### src/rtl/_shift_reg_rs.sv
// _shift_reg_rs: universal shift register with synchronous set/clear, saturating shift counter and full flag.
// Optional build macro ROTATE_EN: shifts recirculate the outgoing bit instead of taking si_l/si_r.
module _shift_reg_rs #(
  parameter int WIDTH = 8,
  localparam int CW = $clog2(WIDTH + 1)
) (
  input  logic             clk,
  input  logic             reset,
  input  logic             set_n,
  input  logic             clr_n,
  input  logic [1:0]       op,
  input  logic             si_l,
  input  logic             si_r,
  input  logic [WIDTH-1:0] d_in,
  output logic [WIDTH-1:0] q,
  output logic             so_l,
  output logic             so_r,
  output logic [CW-1:0]    cnt,
  output logic             full
);

  localparam logic [CW-1:0] CNT_MAX = CW'(WIDTH);
  localparam logic [1:0] OP_HOLD = 2'b00;
  localparam logic [1:0] OP_SHL  = 2'b01;
  localparam logic [1:0] OP_SHR  = 2'b10;
  localparam logic [1:0] OP_LOAD = 2'b11;

  // Shift count sticks at WIDTH so full stays asserted through further shifts.
  function automatic logic [CW-1:0] sat_inc(input logic [CW-1:0] c);
    return (c == CNT_MAX) ? c : c + CW'(1);
  endfunction

  function automatic logic [WIDTH-1:0] shl(input logic [WIDTH-1:0] v, input logic fill);
    return {v[WIDTH-2:0], fill};
  endfunction

  function automatic logic [WIDTH-1:0] shr(input logic [WIDTH-1:0] v, input logic fill);
    return {fill, v[WIDTH-1:1]};
  endfunction

  logic fill_l;
  logic fill_r;

`ifdef ROTATE_EN
  assign fill_l = q[WIDTH-1];
  assign fill_r = q[0];
  logic unused_si;
  assign unused_si = si_l ^ si_r;
`else
  assign fill_l = si_l;
  assign fill_r = si_r;
`endif

  always_ff @(posedge clk or posedge reset) begin
    if (reset) begin
      q   <= '0;
      cnt <= '0;
    end else if (!clr_n) begin
      q   <= '0;
      cnt <= '0;
    end else if (!set_n) begin
      q   <= '1;
      cnt <= '0;
    end else begin
      unique case (op)
        OP_LOAD: begin
          q   <= d_in;
          cnt <= '0;
        end
        OP_SHL: begin
          q   <= shl(q, fill_l);
          cnt <= sat_inc(cnt);
        end
        OP_SHR: begin
          q   <= shr(q, fill_r);
          cnt <= sat_inc(cnt);
        end
        OP_HOLD: begin
          q   <= q;
          cnt <= cnt;
        end
        default: begin
          q   <= q;
          cnt <= cnt;
        end
      endcase
    end
  end

  assign so_l = q[WIDTH-1];
  assign so_r = q[0];
  assign full = (cnt == CNT_MAX);

endmodule

### config.mk
export PLATFORM = sky130hd
export DESIGN_NAME = _shift_reg_rs
export DESIGN_NICKNAME = d
export VERILOG_FILES = /design/src/rtl/_shift_reg_rs.sv
export SDC_FILE = /design/constraint.sdc
export NUM_CORES = 1
export LEC_CHECK = 0
export ABC_AREA = 0
export ABC_CLOCK_PERIOD_IN_PS = 1650
export BUFFER_PORTS_ARGS = -buffer_cell sky130_fd_sc_hd__buf_2
export CAP_MARGIN = 15
export CORE_AREA = 2 2 48 61
export DETAILED_ROUTE_END_ITERATION = 12
export DIE_AREA = 0 0 50 63
export PLACE_DENSITY_LB_ADDON = 0.15
export SLEW_MARGIN = 30
export SYNTH_ARGS = -nofsm -noshare
export SYNTH_HDL_FRONTEND = slang
export SYNTH_SLANG_ARGS = --single-unit
export TNS_END_PERCENT = 5
### constraint.sdc
create_clock -name clk -period 1.65 [get_ports clk]
set_input_delay 0.2475 -clock clk [delete_from_list [all_inputs] [get_ports clk]]
set_output_delay 0.2475 -clock clk [all_outputs]
set_load 0.05 [all_outputs]
* Yosys cells after proc, flatten, opt, wreduce, memory -nomap -nowiden *
Cells that the tools add are included.

operators by class
  add/subtract/negate cells = 1
  equal/unequal tests = 6
  mux-type cells = 7
  reduce and logical (&&, ||, !) cells = 3

operators by type and width
  kind                                                 number
  case mux 8 bit (3 select lines)                      1
  2-to-1 mux 8 bit                                     2
  2-to-1 mux 4 bit                                     3
  case mux 4 bit (2 select lines)                      1
  adder 4 x 1 -> 4 bit, second input constant          1
  equality test 2 bit, second input constant           2
  equality test 4 bit, second input constant           1
  != test 4 bit, second input constant                 1
  != test 3 bit, second input constant                 1
  equality test 2 x 1 -> 1 bit, second input constant  1
  logical NOT 2 bit                                    1
  AND reduction 2 bit                                  1
  OR reduction 2 bit                                   1

storage, ports and cells
  register bits after elaboration = 12
  input port bits = 16
  output and inout port bits = 15
  logic and storage cells = 19

* Logic depth before layout (Yosys ltp) *
Gate-level depths: netlist of the first run.

  depth in word-level cells = 5
  mapped depth = 7
  depth with buffers taken out = 5

* Least setup slack after synthesis of the first run *
OpenSTA, ideal clock, no wires.

  path kind = register -> register
  start = register cnt[0]
  end = register cnt[0]
  setup time = 131 ps
  arrival time = 1521 ps
  required time = 1519 ps
  setup slack = -2 ps
  cell stages (with the launch flop) = 6
  path buffers = 0
  period minus slack after synthesis = 1652 ps
  cells stage by stage = dfrtp_1 inv_1 ha_1 and3b_2 nand3_1 a31oi_1

between the ends
  elaborated cells between the ends (all ways) = 8
  classes of those cells = add/sub: 1; eq/ne: 2; mux: 4; reduce/logical: 1

RTL lines
  what                                  line  source
  start: declaration                    18    output logic [CW-1:0] cnt,
  start signal: assignment              72    cnt <= sat_inc(cnt);
  start signal: assignment              76    cnt <= sat_inc(cnt);
  start signal: assignment              80    cnt <= cnt;
  equality test 4 bit                   --
  via full                              19    output logic full
  != test 4 bit (no source line)        --
  AND reduction 2 bit (no source line)  --

The timed path passes the listed nets, and every way through them passes these cells. The select of a mux whose other input is x is not followed.
A chain may end at the register's enable or synchronous reset.

* Worst setup path after layout of the first run *
  start = register cnt[0]
  end = output full

between the ends
  word-level cells in the longest chain between the ends = 1

ends and longest elaborated chain
  what                 line  source
  equality test 4 bit  92    assign full = (cnt == CNT_MAX);
  end: declaration     19

Every way passes these cells.

==> results.sh, run 1 <==
export IMPL_status="complete, no violations"
export IMPL_routabilityCongestion=0.804
export IMPL_cts_buffer_depth=2
export IMPL_clkTransAtPathRegs_ns=0.09
export IMPL_syn_area_per_cell_sq_um=9.37
export IMPL_die_area_sq_um=3150
export IMPL_power_density_nw_per_um2=839
export IMPL_synthCells=80
export IMPL_tightestPinTransition_ns=0.496
export IMPL_critPathRequiredTime_ns=1.40
export IMPL_grt_pass1_vias=760
export IMPL_min_from="clr_n"
export IMPL_yosysTopAreaCell="dfrtp_1"
export IMPL_synthTopCellsByArea="dfrtp_1 40%, a221oi_1 9.3%, ha_1 8.3%, a22oi_1 8.0%, o22ai_1 6.7%"
export IMPL_synth_edff_count=0
export IMPL_tns_ns=0
export IMPL_fmax_mhz=640
export IMPL_drt_total_wl_mm=2.11
export IMPL_dieHeight_microns=63
export IMPL_core_region_area_sq_um=2600
export IMPL_ys_seq_elements=12
export IMPL_netlist_cell_type_count=24
export IMPL_critPathArrivalTime_ns=1.31
export IMPL_synth_yosys_warnings=0
export IMPL_layout_drive_gt1_share_pct=38.2
export IMPL_period_needed_ns=1.56
export IMPL_hold_viol=0
export IMPL_yosysMostFrequentCell="dfrtp_1"
export IMPL_synth_seq_area_share_pct=40.1
export IMPL_grt_pass1_wl_mm=3.51
export IMPL_min_to="cnt[0]"
export IMPL_grt_antenna_before_repair=0
export IMPL_rows=21
export IMPL_die_width_microns=50
export IMPL_end_kind="output pin"
export IMPL_slowest_delay_ns=0.42
export IMPL_clkSinkCount=12
export IMPL_ant_nets=0
export IMPL_grt_overflow=0
export IMPL_nets=132
export IMPL_rr_startpoint="cnt[1]"
export IMPL_root_buffer="clkbuf_4"
export IMPL_reg2reg_depth=4
export IMPL_cellLeakagePower_nw=0.460
export IMPL_seq_area_sq_um=303
export IMPL_whs_path_depth=3
export IMPL_finalPower_mw=0.823
export IMPL_worstSkewPairLatency_ns=0.27
export IMPL_netlist_area_sq_um=749
export IMPL_synth_common_cells="12 x dfrtp_1, 8 x a221oi_1, 8 x a22oi_1, 8 x o22ai_1, 6 x inv_1"
export IMPL_worstReg2RegEnd="cnt[3]"
export IMPL_numCtsBuffers=3
export IMPL_io_buffer_count=30
export IMPL_drv_cap=0
export IMPL_path_class="reg -> out"
export IMPL_cp_slowest_cell="dfrtp_2"
export IMPL_ir_worst_vdd_mv=0.320
export IMPL_grt_max_degree=13
export IMPL_rsz0062_at_grt="no"
export IMPL_setup_violations=0
export IMPL_cp_cell_sequence="inv_1 > ha_1 > and3b_2 > buf_6"
export IMPL_syn_nets=101
export IMPL_synth_flop_cell="dfrtp_1"
export IMPL_gr_usage_all_layers_pct=14.1
export IMPL_rrSetupSlack_ns=0.30
export IMPL_routedWlPerCell_microns=14.6
export IMPL_io_pins=31
export IMPL_slew_violations=0
export IMPL_syn_to_final_growth_pct=30.9
export IMPL_multiInputGateArea_sq_um=377
export IMPL_skew_ns=0.00889
export IMPL_critPathLaunchType="register"
export IMPL_maxSlewHeadroom_pct=66.9
export IMPL_synthArstFlopShare_pct=100
export IMPL_cts_tree="built"
export IMPL_avgViaCountPerCell=5.49
export IMPL_fillers=281
export IMPL_hold_class="in -> reg"
export IMPL_final_util_pct=37.7
export IMPL_drc=0
export IMPL_num_antenna_cells=0
export IMPL_timing_final_crit_share_pct=94.7
export IMPL_dr_pass1_iters=4
export IMPL_start_util_pct=28.8
export IMPL_vias=790
export IMPL_cts_max_level=1
export IMPL_critPathMaxFanout=3
export IMPL_dp_hpwl_mm=1.53
export IMPL_first_iter_violations=32
export IMPL_synth_top_cell_area_share_pct=40.1
-- registers in the layout (all words and copies together), names as in the netlist --
signal,flops
q,8
cnt,4
-- logic make-up after synthesis --
kind of cell	count (synthesis)	synth area share (%)
AOI/OAI and AO/OA	31	30.2
adders and majority gates	5	8.35
buffers and inverters	16	9.68
DFF	12	40.1
and+or+nand+nor	16	11.7
-- how the worst max path moves through the flow --
stage / slack [ns] / start / cells after the start / to
after global placement: 0.13 / op[0] / 6 / q[3]
after floorplan: 0.05 / cnt[1] / 5 / cnt[1]
after global routing: 0.02 / cnt[0] / 4 / full
after detailed placement: 0.11 / op[0] / 6 / q[6]
final: 0.09 / cnt[0] / 4 / full
after CTS: 0.03 / cnt[1] / 4 / full
-- worst max-delay path: cells and delay by family, from the launching register on --
family	cells	cell delay (ns)
DFF	1	0.42
adders and majority gates	1	0.16
buffers and inverters	2	0.23
and+or+nand+nor	1	0.23
-- layout by cell type (no fill, tap or decap), types with 2 or more instances in the layout --
cell | synthesis | final
a221oi_1 | 8 | 8
a22oi_1 | 8 | 8
a31oi_1 | 3 | 3
buf_2 | 4 | 29
buf_4 | 2 | 4
clkbuf_4 | 0 | 3
dfrtp_1 | 12 | 10
dfrtp_2 | 0 | 2
ha_1 | 5 | 5
inv_1 | 6 | 6
nand2_1 | 5 | 5
nand3_1 | 4 | 4
o2111ai_1 | 2 | 2
o22ai_1 | 8 | 8
-- routing by layer --
layer	global-route usage, %	part of all wire (%)
met4	5.21	0.66
met2	23.8	51
met1	16.8	41
met3	3.59	8.1
met5	0	0
-- metrics by stage --
| stage | cells | setup WS (ns) | hold slack, ns | area (sq um) |
|---|---|---|---|---|
| 5_1_grt | 144 | 0.0226 | 0.314 | 981 |
| 2_1_floorplan | 80 | 0.0524 | 0.112 | 751 |
| 6_report | 144 | 0.0878 | 0.296 | 981 |
| 3_3_place_gp | 137 | 0.131 | 0.301 | 912 |
| 3_5_place_dp | 137 | 0.111 | 0.304 | 912 |
| 4_1_cts | 143 | 0.0258 | 0.293 | 970 |
-- cell type report --
| type | count | share of cell area [%] |
|---|---|---|
| well taps | 34 | 4.34 |
| repair buffers | 35 | 20.0 |
| clock buffers | 4 | 3.70 |
| multi-input cells | 52 | 38.4 |
| inverters | 7 | 2.68 |
| flip-flops and latches | 12 | 30.9 |
-- power breakdown --
group / internal [mW] / switching (mW) / leakage [nW]
Clock: 0.134 / 0.106 / 0.0210
Combinational: 0.0761 / 0.170 / 0.287
Sequential: 0.314 / 0.0221 / 0.151
-- what timing repair did --
action | 4_1_cts | 5_1_grt
hold endpoints to repair | 7 | 0
resized for setup | 2 | 1
hold buffers | 1 | 0
setup buffers | 1 | 1
setup endpoints to repair | 1 | 1
(Power assumes the default switching activity.)
==> run 2: changes to the inputs <==
--- a/config.mk
+++ b/config.mk
@@ -9,9 +9,9 @@
 export ABC_CLOCK_PERIOD_IN_PS = 1650
 export BUFFER_PORTS_ARGS = -buffer_cell sky130_fd_sc_hd__buf_2
 export CAP_MARGIN = 15
-export CORE_AREA = 2 2 48 61
+export CORE_AREA = 2 2 40 51
 export DETAILED_ROUTE_END_ITERATION = 12
-export DIE_AREA = 0 0 50 63
+export DIE_AREA = 0 0 42 53
 export PLACE_DENSITY_LB_ADDON = 0.15
 export SLEW_MARGIN = 30
 export SYNTH_ARGS = -nofsm -noshare
==> run 2 against run 1 <==
  * Cell area is 0.77% lower
  * Register-to-register slack better by 0.02 ns
  * Combinational power hardly changed
  * Clock power hardly changed
  * Maximum frequency hardly changed
  * Via count is 0.51% lower
  * Total power is 0.20% lower
  * Non-clock buffer count is 1 higher
  * Largest cell class unchanged
==> results.sh, run 2 (synthesis gave the netlist of run 1 again) <==
export IMPL_rows=17
export IMPL_cellLeakagePower_nw=0.466
export IMPL_first_iter_violations=30
export IMPL_worstSkewPairLatency_ns=0.27
export IMPL_fin_area_sq_um=973
export IMPL_vias=786
export IMPL_critPathMaxFanout=6
export IMPL_cp_slowest_cell="dfrtp_2"
export IMPL_die_area_sq_um=2230
export IMPL_maxSlewHeadroom_pct=69.3
export IMPL_clkTransAtPathRegs_ns=0.08
export IMPL_largest_reg_flops=8
export IMPL_setup_violations=0
export IMPL_nets=133
export IMPL_ant_nets=0
export IMPL_mostFrequentLayoutCell="buf_2"
export IMPL_root_buffer="clkbuf_4"
export IMPL_cts_tree="built"
export IMPL_path_class="reg -> out"
export IMPL_drt_total_wl_mm=2.03
export IMPL_io_pins=31
export IMPL_avgViaCountPerCell=6.05
export IMPL_ir_worst_vdd_mv=0.581
export IMPL_power_density_nw_per_um2=843
export IMPL_drv_cap=0
export IMPL_tns_ns=0
export IMPL_routedWlPerCell_microns=15.6
export IMPL_routabilityCongestion=0.814
export IMPL_die_width_microns=42
export IMPL_skew_ns=0.00134
export IMPL_timing_final_crit_share_pct=94.7
export IMPL_layout_common_cells="29 x buf_2, 10 x dfrtp_1, 8 x a22oi_1, 8 x o22ai_1, 8 x a221oi_1"
export IMPL_hold_class="in -> reg"
export IMPL_min_from="clr_n"
export IMPL_syn_to_final_growth_pct=29.9
export IMPL_grt_max_degree=13
export IMPL_grt_overflow=0
export IMPL_cts_buffer_depth=2
export IMPL_dpl_cell_area_sq_um=893
export IMPL_dp_hpwl_mm=1.47
export IMPL_slew_violations=0
export IMPL_core_region_area_sq_um=1720
export IMPL_rsz0062_at_grt="no"
export IMPL_largest_register="q"
export IMPL_io_buffer_count=30
export IMPL_dr_pass1_iters=4
export IMPL_dieHeight_microns=53
export IMPL_status="complete, no violations"
export IMPL_period_needed_ns=1.56
export IMPL_reg_top3="q x8, cnt x4"
export IMPL_grt_pass1_vias=700
export IMPL_grt_antenna_before_repair=0
export IMPL_crit_path_start="cnt[1]"
export IMPL_critPathArrivalTime_ns=1.32
export IMPL_tightestPinTransition_ns=0.460
export IMPL_cts_max_level=1
export IMPL_numCtsBuffers=3
export IMPL_placed_cells=122
export IMPL_num_antenna_cells=0
export IMPL_start_util_pct=43.5
export IMPL_rr_startpoint="cnt[2]"
export IMPL_critPathLaunchType="register"
export IMPL_cp_cell_sequence="inv_1 > ha_1 > and3b_2 > buf_8"
export IMPL_grt_pass1_wl_mm=3.28
export IMPL_critPathRequiredTime_ns=1.40
export IMPL_end_kind="output pin"
export IMPL_hold_viol=0
export IMPL_drc=0
export IMPL_gr_usage_all_layers_pct=19.6
export IMPL_instances_no_fill=130
export IMPL_fmax_mhz=640
export IMPL_layout_drive_gt1_share_pct=38.7
export IMPL_slowest_delay_ns=0.42
export IMPL_clkSinkCount=12
==> run 2: cell count changes in the layout (fill, tap and decap cells not counted), sizes merged <==
cell,before,now
buf,34,35
==> run 2: timing repair <==
item | 4_1_cts | 5_1_grt
gates cloned | 0 | 0
hold endpoints to repair | 12 | 0
pin swaps | 0 | 0
endpoints found under the setup margin | 1 | 1
resized for setup | 1 | 3
hold buffers | 1 | 0
setup buffers | 0 | 3
==> run 2: final cells by class <==
type / instances / area (sq um)
inverter: 7 / 26.3
timing repair buffer: 36 / 208
multi-input combinational: 52 / 377
tap: 19 / 23.8
clock buffer: 4 / 36.3
sequential: 12 / 303
fill: 161 / 749
==> run 2: worst paths after layout <==
path                               end  depth (start not counted)  slack [ns]
worst max-delay path              full                          4        0.09
worst min-delay path            cnt[0]                          3        0.31
worst max register to register  cnt[3]                          3        0.32
worst min register to register  cnt[1]                          2        0.63
max in group asynchronous       cnt[0]                          3        0.79
min in group asynchronous         q[0]                          3        0.52
==> run 2: power breakdown <==
part / internal, mW / leakage (nW) / switching, mW
Combinational: 0.0771 / 0.294 / 0.169
Clock: 0.134 / 0.0210 / 0.106
Sequential: 0.314 / 0.151 / 0.0214
Total: 0.525 / 0.466 / 0.296
==> run 2: metal layers <==
| metal | track usage, % | part of all wire [%] | vias up |
|---|---|---|---|
| li1 | - | - | 374 |
| met1 | 24.3 | 41 | 363 |
| met2 | 34.4 | 50 | 47 |
| met3 | 3.41 | 8.6 | 2 |
| met4 | 6.45 | 0.59 | 0 |
| met5 | 0 | 0 | - |
==> run 2: metrics by stage <==
stage | setup WS [ns] | hold WS, ns | utilization, % | power, mW
after floorplan | 0.0524 | 0.112 | - | 0.521
after global placement | 0.138 | 0.292 | 51.9 | 0.580
after detailed placement | 0.0957 | 0.293 | 51.9 | 0.582
after CTS | 0.0111 | 0.304 | 54.7 | 0.819
after global routing | 0.0163 | 0.319 | 56.5 | 0.861
final | 0.0869 | 0.306 | 56.5 | 0.821
==> run 2: critical path, delay by kind of cell (launching register included) <==
family | cells | cell delay [ns]
fa+ha+maj | 1 | 0.18
buf+inv | 2 | 0.21
flops | 1 | 0.42
simple gates | 1 | 0.24
